--- config.mk ---
export PLATFORM = sky130hd
export DESIGN_NAME = mb_ctrl
export DESIGN_NICKNAME = d
export VERILOG_FILES = /design/src/rtl/mb_pkg.sv /design/src/rtl/mb_pin_check.sv /design/src/rtl/mb_ctrl.sv
export SDC_FILE = /design/constraint.sdc
export NUM_CORES = 1
export LEC_CHECK = 0
export CAP_MARGIN = 20
export CORE_MARGIN = 8
export CORE_UTILIZATION = 59
export CTS_BUF_LIST = sky130_fd_sc_hd__clkbuf_4
export DETAILED_ROUTE_END_ITERATION = 6
export GPL_ROUTABILITY_DRIVEN = 0
export PLACE_DENSITY = 0.9
export SLEW_MARGIN = 20
export SYNTH_ARGS = -nofsm -noshare
export SYNTH_HDL_FRONTEND = slang
export SYNTH_SLANG_ARGS = --single-unit
--- constraint.sdc ---
create_clock -name CLK -period 4.05 [get_ports CLK]
set_input_delay 0.405 -clock CLK [delete_from_list [all_inputs] [get_ports CLK]]
set_output_delay 0.405 -clock CLK [all_outputs]
set_load 0.005 [all_outputs]
--- src/rtl/mb_pkg.sv ---
// Shared encodings for the multibanco session controller: FSM states,
// keypad operation codes and screen message codes.
package mb_pkg;

    typedef enum logic [2:0] {
        IDLE     = 3'd0,
        PIN_WAIT = 3'd1,
        MENU     = 3'd2,
        DISPENSE = 3'd3,
        BLOCKED  = 3'd4
    } state_e;

    localparam int ECRA_W = 5;
    localparam int OP_W   = 5;

    // Operation codes (one-hot on the keypad side)
    localparam logic [OP_W-1:0] C_SALDO = 5'b00001;
    localparam logic [OP_W-1:0] C_LEV   = 5'b00010;
    localparam logic [OP_W-1:0] C_DEP   = 5'b00100;
    localparam logic [OP_W-1:0] C_SAIR  = 5'b01000;

    // Screen message codes
    localparam logic [ECRA_W-1:0] E_IDLE       = 5'd0;
    localparam logic [ECRA_W-1:0] E_PIN        = 5'd1;
    localparam logic [ECRA_W-1:0] E_PIN_ERR    = 5'd2;
    localparam logic [ECRA_W-1:0] E_BLOQ       = 5'd3;
    localparam logic [ECRA_W-1:0] E_MENU       = 5'd4;
    localparam logic [ECRA_W-1:0] E_SALDO      = 5'd5;
    localparam logic [ECRA_W-1:0] E_LEV        = 5'd6;
    localparam logic [ECRA_W-1:0] E_SEM_FUNDOS = 5'd7;
    localparam logic [ECRA_W-1:0] E_DEP        = 5'd8;
    localparam logic [ECRA_W-1:0] E_OVF        = 5'd9;
    localparam logic [ECRA_W-1:0] E_COD_INV    = 5'd10;
    localparam logic [ECRA_W-1:0] E_ADEUS      = 5'd11;

endpackage

--- src/rtl/mb_pin_check.sv ---
// PIN comparator with wrong-attempt counter and lockout flag.
// The counter survives card removal; only a correct PIN or reset clears it.
module mb_pin_check
    import mb_pkg::*;
#(
    parameter int               PIN_W     = 4,
    parameter logic [PIN_W-1:0] PIN_REF   = 4'b1111,
    parameter int               MAX_TRIES = 3
) (
    input  logic             clk,
    input  logic             rst,
    input  logic             check,     // a PIN attempt is accepted this cycle
    input  logic [PIN_W-1:0] pin,
    output logic             pin_ok,    // combinational: pin matches reference
    output logic             lock_hit,  // combinational: this attempt locks the card
    output logic             bloq       // registered lockout flag
);

    localparam int TRY_W = $clog2(MAX_TRIES + 1);

    logic [TRY_W-1:0] tries;

    assign pin_ok   = (pin == PIN_REF);
    assign lock_hit = !pin_ok && ((tries + 1'b1) == TRY_W'(MAX_TRIES));

    // Count wrong attempts and raise the lockout flag on the last allowed one
    // NOTE: non-blocking (<=) for every flop so all registers update from the same pre-edge values.
    always_ff @(posedge clk or posedge rst) begin
        if (rst) begin
            tries <= '0;
            bloq  <= 1'b0;
        end else if (check) begin
            if (pin_ok) begin
                tries <= '0;
            end else begin
                tries <= tries + 1'b1;
                if (lock_hit)
                    bloq <= 1'b1;
            end
        end
    end

endmodule

--- src/rtl/mb_ctrl.sv ---
// Clocked multibanco card-session controller: PIN entry with lockout,
// then balance / withdrawal / deposit / exit on a session balance register.
// Every output is a flop; responses appear one cycle after the input is sampled.
module mb_ctrl
    import mb_pkg::*;
#(
    parameter int                 PIN_W     = 4,
    parameter int                 COD_W     = 5,
    parameter int                 VAL_W     = 4,
    parameter int                 SALDO_W   = 4,
    parameter logic [PIN_W-1:0]   PIN_REF   = 4'b1111,
    parameter int                 MAX_TRIES = 3,
    parameter int                 DISP_CYC  = 4
) (
    input  logic               CLK,
    input  logic               RST,
    input  logic               EN,
    input  logic [PIN_W-1:0]   PIN,
    input  logic               PIN_VLD,
    input  logic [COD_W-1:0]   COD,
    input  logic               COD_VLD,
    input  logic [VAL_W-1:0]   VAL,
    input  logic [SALDO_W-1:0] SALDO,
    output logic [VAL_W-1:0]   VAL_OUT,
    output logic [SALDO_W-1:0] SALDO_OUT,
    output logic [4:0]         ECRA,
    output logic               PAR,
    output logic               BLOQ
);

    localparam int SUM_W = ((VAL_W > SALDO_W) ? VAL_W : SALDO_W) + 1;
    localparam int CNT_W = $clog2(DISP_CYC + 1);

    state_e             state;
    logic [SALDO_W-1:0] saldo_reg;
    logic [CNT_W-1:0]   disp_cnt;

    logic               pin_ok;
    logic               lock_hit;
    logic               pin_check;

    // Arithmetic is done one bit wider than either operand so a deposit carry
    // and a withdrawal larger than the balance are both visible.
    logic [SUM_W-1:0]   saldo_ext;
    logic [SUM_W-1:0]   val_ext;
    logic [SUM_W-1:0]   dep_sum;
    logic               dep_ovf;
    logic               lev_bad;
    logic               session;

    assign saldo_ext = SUM_W'(saldo_reg);
    assign val_ext   = SUM_W'(VAL);
    assign dep_sum   = saldo_ext + val_ext;
    assign dep_ovf   = (dep_sum >> SALDO_W) != '0;
    assign lev_bad   = (val_ext == '0) || (val_ext > saldo_ext);

    // A card pulled mid-session ends it regardless of any strobe that cycle.
    assign session   = (state == PIN_WAIT) || (state == MENU) || (state == DISPENSE);
    assign pin_check = (state == PIN_WAIT) && EN && PIN_VLD;

    assign SALDO_OUT = saldo_reg;

    mb_pin_check #(
        .PIN_W     (PIN_W),
        .PIN_REF   (PIN_REF),
        .MAX_TRIES (MAX_TRIES)
    ) u_pin_check (
        .clk      (CLK),
        .rst      (RST),
        .check    (pin_check),
        .pin      (PIN),
        .pin_ok   (pin_ok),
        .lock_hit (lock_hit),
        .bloq     (BLOQ)
    );

    // Session FSM with registered screen, dispense, balance and parity outputs
    always_ff @(posedge CLK or posedge RST) begin
        if (RST) begin
            state     <= IDLE;
            saldo_reg <= '0;
            PAR       <= 1'b0;
            VAL_OUT   <= '0;
            ECRA      <= E_IDLE;
            disp_cnt  <= '0;
        end else if (session && !EN) begin
            state   <= IDLE;
            VAL_OUT <= '0;
            ECRA    <= E_ADEUS;
        end else begin
            case (state)
                IDLE: begin
                    if (EN) begin
                        saldo_reg <= SALDO;
                        PAR       <= ^SALDO;
                        ECRA      <= E_PIN;
                        state     <= PIN_WAIT;
                    end
                end

                PIN_WAIT: begin
                    if (PIN_VLD) begin
                        if (pin_ok) begin
                            ECRA  <= E_MENU;
                            state <= MENU;
                        end else if (lock_hit) begin
                            ECRA  <= E_BLOQ;
                            state <= BLOCKED;
                        end else begin
                            ECRA  <= E_PIN_ERR;
                        end
                    end
                end

                MENU: begin
                    if (COD_VLD) begin
                        case (COD)
                            COD_W'(C_SALDO): ECRA <= E_SALDO;
                            COD_W'(C_LEV): begin
                                if (lev_bad) begin
                                    ECRA <= E_SEM_FUNDOS;
                                end else begin
                                    saldo_reg <= SALDO_W'(saldo_ext - val_ext);
                                    PAR       <= ^(SALDO_W'(saldo_ext - val_ext));
                                    VAL_OUT   <= VAL;
                                    disp_cnt  <= CNT_W'(DISP_CYC);
                                    ECRA      <= E_LEV;
                                    state     <= DISPENSE;
                                end
                            end
                            COD_W'(C_DEP): begin
                                if (dep_ovf) begin
                                    ECRA <= E_OVF;
                                end else begin
                                    saldo_reg <= SALDO_W'(dep_sum);
                                    PAR       <= ^(SALDO_W'(dep_sum));
                                    ECRA      <= E_DEP;
                                end
                            end
                            COD_W'(C_SAIR): begin
                                ECRA  <= E_ADEUS;
                                state <= IDLE;
                            end
                            default: ECRA <= E_COD_INV;
                        endcase
                    end
                end

                DISPENSE: begin
                    // VAL_OUT was loaded on entry; the last count drops it
                    if (disp_cnt == CNT_W'(1)) begin
                        VAL_OUT <= '0;
                        ECRA    <= E_MENU;
                        state   <= MENU;
                    end else begin
                        disp_cnt <= disp_cnt - 1'b1;
                    end
                end

                BLOCKED: ;

                default: state <= IDLE;
            endcase
        end
    end

endmodule

After elaboration in Yosys (flattened, before gate mapping)
Cells that the tools add are included.

Order comparisons: 1. Bitwise gates (word level): 2. Multiplexer cells: 45. Reductions and logical operators: 24. Equality and inequality tests: 29. $add $sub $neg: 4.

Operator list (count): $mux W3 (13); $mux W4 (9); $mux W5 (5); $pmux W4 S2 (3); $pmux W5 S4 (1); $pmux W4 S4 (1); $pmux W3 S5 (1); $pmux W3 S2 (2); $reduce_xor A4 Y1 (3); $ne A2 B2 Y1 const B (5); $reduce_and A5 Y1 (2); $ne A3 B1 Y1 const B (3); $ne A3 B2 Y1 const B (3); $ne A3 B3 Y1 const B (3); $reduce_and A8 Y1 (1); $mux W1 (7); $reduce_and A7 Y1 (1); $eq A3 B1 Y1 const B (2); $eq A3 B2 Y1 const B (2); $reduce_and A6 Y1 (1); $add A4 B4 Y5 (1); $eq A5 B1 Y1 const B (1); $eq A5 B2 Y1 const B (1); $eq A5 B3 Y1 const B (1); other kinds (24) (33).

Register bits: 23.

Logic depth before layout (Yosys ltp)
Gate-level depths: netlist (run 1).

Depth in word-level cells: 8. Depth in mapped cells: 9. Mapped depth without buffers: 9.

Hierarchy
From an unflattened synthesis (run 1), not the netlist that was laid out.

Cells, all modules: 222. Area, all modules: 1954.4 sq um.

Modules (own cells, without submodules): mb_ctrl (sequential area each 475.5 sq um, area an instance 1769.2 sq um, instances 1, cells each 205); mb_pin_check (sequential area each 75.1 sq um, area an instance 185.2 sq um, instances 1, cells each 17).

Worst setup path after synthesis (run 1)
OpenSTA, ideal clock, no wires.

Kind: register -> register. From: reg saldo_reg[0] (netlist: SALDO_OUT[0]). To: reg saldo_reg[2] (netlist: SALDO_OUT[2]). Buffers on the path: 0. Data required time: 3925 ps. Cell stages (with the launch flop): 10. Slack: 1822 ps. Library setup time: 125 ps. Period minus slack after synthesis: 2228 ps. Arrival: 2103 ps. Cell sequence: dfrtp_1 -> inv_1 -> ha_1 -> fa_1 -> nor2b_1 -> o21ai_0 -> a21oi_1 -> o31ai_1 -> nor2_2 -> mux2_4.

Word-level cells in the longest chain between the ends: 5. Elaborated cells between the ends (all ways): 12. Those cells by class: add/sub (2); order compare (1); eq/ne (2); mux (5); reduce/logical (2).

RTL lines: start, declared (RTL line mb_ctrl.sv:35) `logic [SALDO_W-1:0] saldo_reg;`; start signal, assigned (RTL line mb_ctrl.sv:123) `saldo_reg <= SALDO_W'(saldo_ext - val_ext);`; start signal, assigned (RTL line mb_ctrl.sv:135) `saldo_reg <= SALDO_W'(dep_sum);`; $add A4 B4 Y5 / $sub A4 B4 Y4 (equally long branches) (RTL line mb_ctrl.sv:53, mb_ctrl.sv:123); $mux W4, on equally long branches (RTL line mb_ctrl.sv:132, mb_ctrl.sv:120); $pmux W4 S2 (RTL line mb_ctrl.sv:117) `case (COD)`; $mux W4 (RTL line mb_ctrl.sv:116) `if (COD_VLD) begin`; $pmux W4 S2 (RTL line mb_ctrl.sv:91) `case (state)`.

Parallel ways exist; a longest one is shown, timed or not. The select of a mux whose other input is x is not followed. A chain may end at the register's enable or synchronous reset.

Final worst setup path (run 1)
From: in VAL[0]. To: reg saldo_reg[2] (netlist: SALDO_OUT[2]).

Word-level cells in the longest chain between the ends: 5. Elaborated cells between the ends (all ways): 13. Those cells by class: add/sub (2); order compare (1); eq/ne (2); mux (5); reduce/logical (3).

RTL lines: start, declared (RTL line mb_ctrl.sv:22) `input logic [VAL_W-1:0] VAL,`; $add A4 B4 Y5 / $sub A4 B4 Y4 (equally long branches) (RTL line mb_ctrl.sv:53, mb_ctrl.sv:123); $mux W4, on equally long branches (RTL line mb_ctrl.sv:132, mb_ctrl.sv:120); $pmux W4 S2 (RTL line mb_ctrl.sv:117); $mux W4 (RTL line mb_ctrl.sv:116); $pmux W4 S2 (RTL line mb_ctrl.sv:91).

Parallel ways exist; a longest one is shown, timed or not. The select of a mux whose other input is x is not followed.

==> results of run 1 <==
## flip-flops by register name (all words and copies together), names as in the netlist
register / flops
PAR: 1
SALDO_OUT: 4
ECRA: 4
u_pin_check.bloq: 1
VAL_OUT: 4
state: 3
disp_cnt: 3
u_pin_check.tries: 2
## layer usage
layer | global-route usage, % | routed length [um] | share of wire, % | up-vias
li1 | - | - | - | 867
met1 | 23.6 | 1980 | 45 | 832
met2 | 28.2 | 2120 | 49 | 57
met3 | 0.955 | 214 | 4.9 | 4
met4 | 4.66 | 38 | 0.87 | 0
met5 | 0 | 0 | 0 | -
## where the power goes
group / internal (uW) / leakage (uW) / switching (uW) / total, uW
Combinational: 531 / 0.000677 / 486 / 1020
Clock: 36.0 / 0.0000154 / 69.4 / 105
Sequential: 317 / 0.000268 / 117 / 434
Total: 883 / 0.000960 / 673 / 1560
## area by class of cell
| type | count | area, um^2 |
|---|---|---|
| multi-input cells | 175 | 1250 |
| clock buffers | 3 | 22.5 |
| inverters | 19 | 71.3 |
| flip-flops and latches | 22 | 551 |
| fillers | 263 | 975 |
| repair buffers | 35 | 350 |
| well taps | 46 | 57.6 |
| clock inverters | 1 | 3.75 |
## kinds of logic (layout without fill, tap and decap cells)
kind of cell	after synthesis	count (layout)	synth area share, %
and+or+nand+nor	75	75	19.6
AOI/OAI and AO/OA	61	61	22.2
buffers and inverters	34	58	8.85
DFF	22	22	27.8
xor gates and xnor gates	14	14	6.19
adders and majority gates	13	13	8.98
muxes	11	11	6.19
other	1	1	0.189
## critical path, cell delays in order
cell                              delay (ns)
sky130_fd_sc_hd__clkdlybuf4s50_1        0.47
sky130_fd_sc_hd__ha_1                   0.26
sky130_fd_sc_hd__fa_1                   0.43
sky130_fd_sc_hd__nor2b_1                0.13
sky130_fd_sc_hd__o21ai_0                0.10
sky130_fd_sc_hd__a21oi_1                0.32
sky130_fd_sc_hd__o31ai_1                0.18
sky130_fd_sc_hd__nor2_2                 0.27
sky130_fd_sc_hd__mux2_4                 0.33
## cells in the mapped netlist, types with 2 or more instances
cell type,n
sky130_fd_sc_hd__clkbuf_1,2
sky130_fd_sc_hd__a211oi_1,2
sky130_fd_sc_hd__o41ai_1,2
sky130_fd_sc_hd__ha_1,11
sky130_fd_sc_hd__nor3b_1,2
sky130_fd_sc_hd__inv_1,19
sky130_fd_sc_hd__buf_2,4
sky130_fd_sc_hd__a22o_1,2
sky130_fd_sc_hd__xnor2_1,12
sky130_fd_sc_hd__nand4_1,2
sky130_fd_sc_hd__nand2b_1,4
sky130_fd_sc_hd__nor2b_1,5
sky130_fd_sc_hd__nor3_1,6
sky130_fd_sc_hd__nor2_1,22
sky130_fd_sc_hd__o21bai_1,4
sky130_fd_sc_hd__or4_4,2
sky130_fd_sc_hd__nand3_1,5
sky130_fd_sc_hd__xor2_1,2
sky130_fd_sc_hd__mux2_2,6
sky130_fd_sc_hd__a41oi_1,2
sky130_fd_sc_hd__o31ai_1,4
sky130_fd_sc_hd__a31oi_1,3
sky130_fd_sc_hd__nor4_1,3
sky130_fd_sc_hd__a21oi_1,12
sky130_fd_sc_hd__o21ai_0,9
sky130_fd_sc_hd__nand2_1,15
sky130_fd_sc_hd__and3_1,4
sky130_fd_sc_hd__o21a_1,2
sky130_fd_sc_hd__o211ai_1,7
sky130_fd_sc_hd__dfrtp_1,22
sky130_fd_sc_hd__fa_1,2
sky130_fd_sc_hd__mux2i_1,4
sky130_fd_sc_hd__nand3b_1,2
sky130_fd_sc_hd__buf_4,5
sky130_fd_sc_hd__buf_6,3
## metrics by stage
stage,total power (uW),setup WS [ns]
after CTS,1550,1.40
after global routing,1680,1.24
after floorplan,1150,1.82
final,1560,1.38
after global placement,1410,1.17
after detailed placement,1440,1.08
## worst max-delay path by stage
stage              endpoint  slack [ns]
2_1_floorplan  SALDO_OUT[2]        1.82
3_3_place_gp   SALDO_OUT[2]        1.17
3_5_place_dp   SALDO_OUT[2]        1.08
4_1_cts        SALDO_OUT[2]        1.40
5_1_grt        SALDO_OUT[2]        1.24
6_report       SALDO_OUT[2]        1.38
==> flow_metrics.tcl, run 1 <==
set metrics [dict create \
    initial_antenna_violation_count 0 \
    depth_of_the_cts_h_tree 1 \
    timing.hold.worst.class "reg2reg" \
    worstRegToRegCells 4 \
    core_area_um2 3280 \
    timing.max_cap.violations 0 \
    clock_skew_ns 0.0149 \
    clock_sink_count 22 \
    design_area_um2 2310 \
    cts.reportedPaths.clkPinSlew_ns 0.14 \
    ports_placed_on_the_boundary 37 \
    netlist_top_cells_area "sky130_fd_sc_hd__dfrtp_1, sky130_fd_sc_hd__ha_1, sky130_fd_sc_hd__xnor2_1" \
    insertedDiodeCount 0 \
    dr.first_iter.drc_count 129 \
    setup.worst_path.end_class "register" \
    ant_nets 0 \
    grt.total_usage_pct 17.2 \
    number_of_max_slew_violations_in_the_final_report 0 \
    worst_r2r_startpoint "state[1]" \
    max-slew-margin-rel_pct 44.3 \
    postSynth.asyncResetShare_pct 100 \
    timing.critical_path.from_type "primary input" \
    path_max_fanout 4 \
    grt_setup_unrepaired "false" \
    rrSetupSlack_ns 1.51 \
    num_rows 21 \
    numCtsBuffers 3 \
    post-route-util_pct 70.3 \
    warning_count_from_the_yosys_run 0 \
    synth_largest_area_cell "sky130_fd_sc_hd__dfrtp_1" \
    placement.cell_area_um2 2280 \
    floorplan.die.width_um 73.9 \
    status "finished clean" \
    postCtsSetupBuffers 0 \
    ir_worst_vdd_v 0.000386 \
    area_growth_pct 16.7 \
    hold_depth 1 \
    worstPathArrival_ns 2.87 \
    hold_end "disp_cnt[2]" \
    fin_nets 291 \
    initial_utilization_pct 60.3 \
    ctsRootBufferMaster "sky130_fd_sc_hd__clkbuf_4" \
    startpoint "VAL[0]" \
    post_cts.resized_instances 0 \
    hp-start "disp_cnt[2]" \
    post_layout_nonfiller_instances 301 \
    synth.yosys.seq_area_share_pct 27.8 \
    layout_commonest_cell "sky130_fd_sc_hd__clkdlybuf4s50_1" \
    synthesis.area_um2 1980 \
    drt-wirelength-per-cell_um 14.5 \
    cts-root-to-sink-buffers 2 \
    pwr_cell_area_nw_per_um2 674 \
    share_of_layout_cells_above_drive_strength_1_pct 7.45 \
    grt_pass1_vias 1674 \
    report.final.hold_viol_count 0 \
    synth-seq-cells 22 \
    setup_tns_ns 0 \
    io_buffers 35 \
    ctsHoldBuffers 0 \
    ys_types 53 \
    numPlacedInstances 297 \
    vias 1760 \
    layout.cells.most_common_list "sky130_fd_sc_hd__clkdlybuf4s50_1, sky130_fd_sc_hd__dfrtp_1, sky130_fd_sc_hd__nor2_1" \
    drt-vias-per-instance 5.85 \
    setup_viol_count_final 0 \
    hpwlAfterDp_um 3470 \
    globalRoute.totalOverflow 0 \
    cts_tree "done" \
    latest_clock_arrival_within_the_worst_skew_pair_ns 0.31 \
    period_share_pct 66.0 \
    drcViolationCount 0 \
    drt_pre_antenna_iters 4 \
    max_freq_mhz 374 \
    die-height_um 73.9 \
    postSynth.topFlopCell "sky130_fd_sc_hd__dfrtp_1" \
    final.min_clock_period_ns 2.67 \
    dieArea_um2 5460 \
    synthesis.instances 231 \
    worst-setup-path-type "in2reg" \
    hold_ws_ns 0.484 \
    grt_pass1_wl_um 7490 \
    syn-num-nets 266 \
    timing.critical_path.required_ns 4.25 \
    grt_start_max_net_pins 27 \
    wirelength_um 4360 \
    synth_enable_flop_cells 0 \
    regToRegEndpoint "SALDO_OUT[2]" \
    area_share_of_the_leading_cell_type_in_the_synthesized_netlist_pct 27.8 \
    worst-slew-pin-transition_ns 0.835 \
    avg_synthesized_cell_area_um2 8.57 \
    p_leak_uw 0.000960 \
]
Note: power is estimated with default switching activity, not from simulation.
==> run 2, diff against run 1 <==
- CORE_UTILIZATION: 59 -> 54
- PLACE_DENSITY: 0.9 -> 0.83
- clock period: 4.05 -> 2.6 ns (I/O delays scaled with it)
==> run 2 against run 1 <==
Compared with the run above: critical path depth shrank 1; flip-flop and latch count did not move; sequential power rose by 41%; core utilization is 3.1 points lower; highest routed layer unchanged.
==> flow_metrics.tcl, run 2 (synthesis results as in run 1) <==
set metrics [dict create \
    status "finished clean" \
    ports_placed_on_the_boundary 37 \
    switching_power_uw 1050 \
    worst_r2r_startpoint "SALDO_OUT[0]" \
    ctsHoldBuffers 0 \
    ant_nets 0 \
    placement.cell_area_um2 2400 \
    rrSetupSlack_ns 0.28 \
    grt_pass1_vias 1796 \
    timing.max_cap.violations 0 \
    dr.first_iter.drc_count 110 \
    wirelength_um 4530 \
    clock_skew_ns 0.0125 \
    ctsRootBufferMaster "sky130_fd_sc_hd__clkbuf_4" \
    p_comb_share_pct 69.1 \
    drcViolationCount 0 \
    num_rows 22 \
    worst-slew-pin-transition_ns 0.864 \
    vias 1828 \
    io_buffers 35 \
    pwr_cell_area_nw_per_um2 1040 \
    layout_commonest_cell "sky130_fd_sc_hd__clkdlybuf4s50_1" \
    ir_worst_vdd_v 0.000630 \
    hpwlAfterDp_um 3640 \
    report.final.hold_viol_count 0 \
    design_area_um2 2420 \
    numCtsBuffers 3 \
    wp_buf_inv 1 \
    timing.critical_path.from_type "register" \
    setup_tns_ns 0 \
    initial_antenna_violation_count 0 \
    grt_pass1_wl_um 7730 \
    area_growth_pct 22.5 \
    share_of_layout_cells_above_drive_strength_1_pct 12.6 \
    dieArea_um2 5860 \
    cell_type_group_with_the_largest_total_delay_on_the_critical_path "compound AO/OA/AOI/OAI gates" \
    path_max_fanout 4 \
    final.min_clock_period_ns 2.32 \
    initial_utilization_pct 54.9 \
    drt-wirelength-per-cell_um 14.2 \
    setup_viol_count_final 0 \
    net_switching_fraction_of_the_power_pct 41.8 \
    critical_path.most_common_cell "sky130_fd_sc_hd__o21ai_0" \
    latest_clock_arrival_within_the_worst_skew_pair_ns 0.32 \
    floorplan.die.width_um 76.5 \
    max_freq_mhz 432 \
    fin_nets 306 \
    grt_start_max_net_pins 26 \
    p_leak_uw 0.00104 \
    insertedDiodeCount 0 \
    power.internal_uw 1460 \
    core_area_um2 3610 \
    drt_pre_antenna_iters 4 \
    drt-vias-per-instance 5.75 \
    timing.hold.worst.class "in2async" \
    cts.reportedPaths.clkPinSlew_ns 0.13 \
    grt_setup_unrepaired "false" \
    worstRegToRegCells 8 \
    cts_tree "done" \
    cp_slowest_cell "sky130_fd_sc_hd__fa_1" \
    grt.total_usage_pct 15.6 \
    number_of_max_slew_violations_in_the_final_report 0 \
    post-route-util_pct 67.2 \
    placement.setup.worst_slack_ns -0.0692 \
    power.clock.fraction_pct 6.5 \
    worst_path_cell_chain "inv_1 > ha_1 > fa_1 > nor2b_1 > o21ai_0 > a211oi_1 > o21ai_0 > mux2_2" \
    period_share_pct 89.1 \
    worstPathArrival_ns 2.52 \
    fraction_of_power_consumed_by_sequential_logic_pct 24.4 \
    regToRegEndpoint "VAL_OUT[1]" \
    postCtsSetupBuffers 0 \
    setup.worst_path.end_class "register" \
    die-height_um 76.5 \
    layout.cells.most_common_list "sky130_fd_sc_hd__clkdlybuf4s50_1, sky130_fd_sc_hd__dfrtp_1, sky130_fd_sc_hd__nor2_1" \
    post_cts.resized_instances 0 \
    timing.critical_path.required_ns 2.81 \
    clock_sink_count 22 \
    hold_ws_ns 0.403 \
    max-slew-margin-rel_pct 42.3 \
    worst-setup-path-type "reg2reg" \
    finalWorstSetupSlack_ns 0.283 \
    depth_of_the_cts_h_tree 1 \
    cp_slowest_stage_delay_ns 0.43 \
    globalRoute.totalOverflow 0 \
    cts-root-to-sink-buffers 2 \
]
-- run 2: final cells by class --
type / instances / area, um^2
multi-input combinational: 175 / 1250
clock inverter: 1 / 3.75
fill: 299 / 1180
sequential: 22 / 551
tap: 48 / 60.1
clock buffer: 3 / 22.5
inverter: 19 / 71.3
timing repair buffer: 50 / 463
-- run 2: through the flow --
step           power, uW  cells
5_1_grt             2720    318
4_1_cts             2520    318
3_3_place_gp        2310    314
2_1_floorplan       1800    231
6_report            2510    318
3_5_place_dp        2340    314
-- run 2: worst max path at each step --
stage,startpoint,to,slack (ns),depth (start not counted)
floorplan,SALDO_OUT[0],SALDO_OUT[2],0.37,9
global placement,VAL[0],SALDO_OUT[2],-0.04,10
detailed placement,VAL[0],disp_cnt[2],-0.07,9
CTS,SALDO_OUT[0],VAL_OUT[0],0.25,8
global route,SALDO_OUT[0],VAL_OUT[3],0.08,8
finish,SALDO_OUT[0],VAL_OUT[1],0.28,8
-- run 2: worst register-to-register path: stages, from the launching register on --
cell,delay (ns)
sky130_fd_sc_hd__dfrtp_1,0.39
sky130_fd_sc_hd__inv_1,0.07
sky130_fd_sc_hd__ha_1,0.20
sky130_fd_sc_hd__fa_1,0.43
sky130_fd_sc_hd__nor2b_1,0.13
sky130_fd_sc_hd__o21ai_0,0.10
sky130_fd_sc_hd__a211oi_1,0.29
sky130_fd_sc_hd__o21ai_0,0.27
sky130_fd_sc_hd__mux2_2,0.34
-- run 2: power by group through the flow --
stage | logic (uW) | registers (uW) | clock network, uW
2_1_floorplan | 1210 | 592 | 0
3_3_place_gp | 1700 | 612 | 0
3_5_place_dp | 1720 | 619 | 0
4_1_cts | 1740 | 611 | 169
5_1_grt | 1910 | 630 | 182
6_report | 1740 | 612 | 164
-- run 2: layer usage --
| metal | wire length (um) | GRT usage (%) | up-vias |
|---|---|---|---|
| li1 | - | - | 906 |
| met1 | 2070 | 19.8 | 874 |
| met2 | 2210 | 26.0 | 41 |
| met3 | 166 | 1.42 | 7 |
| met4 | 86 | 6.73 | 0 |
| met5 | 0 | 0 | - |
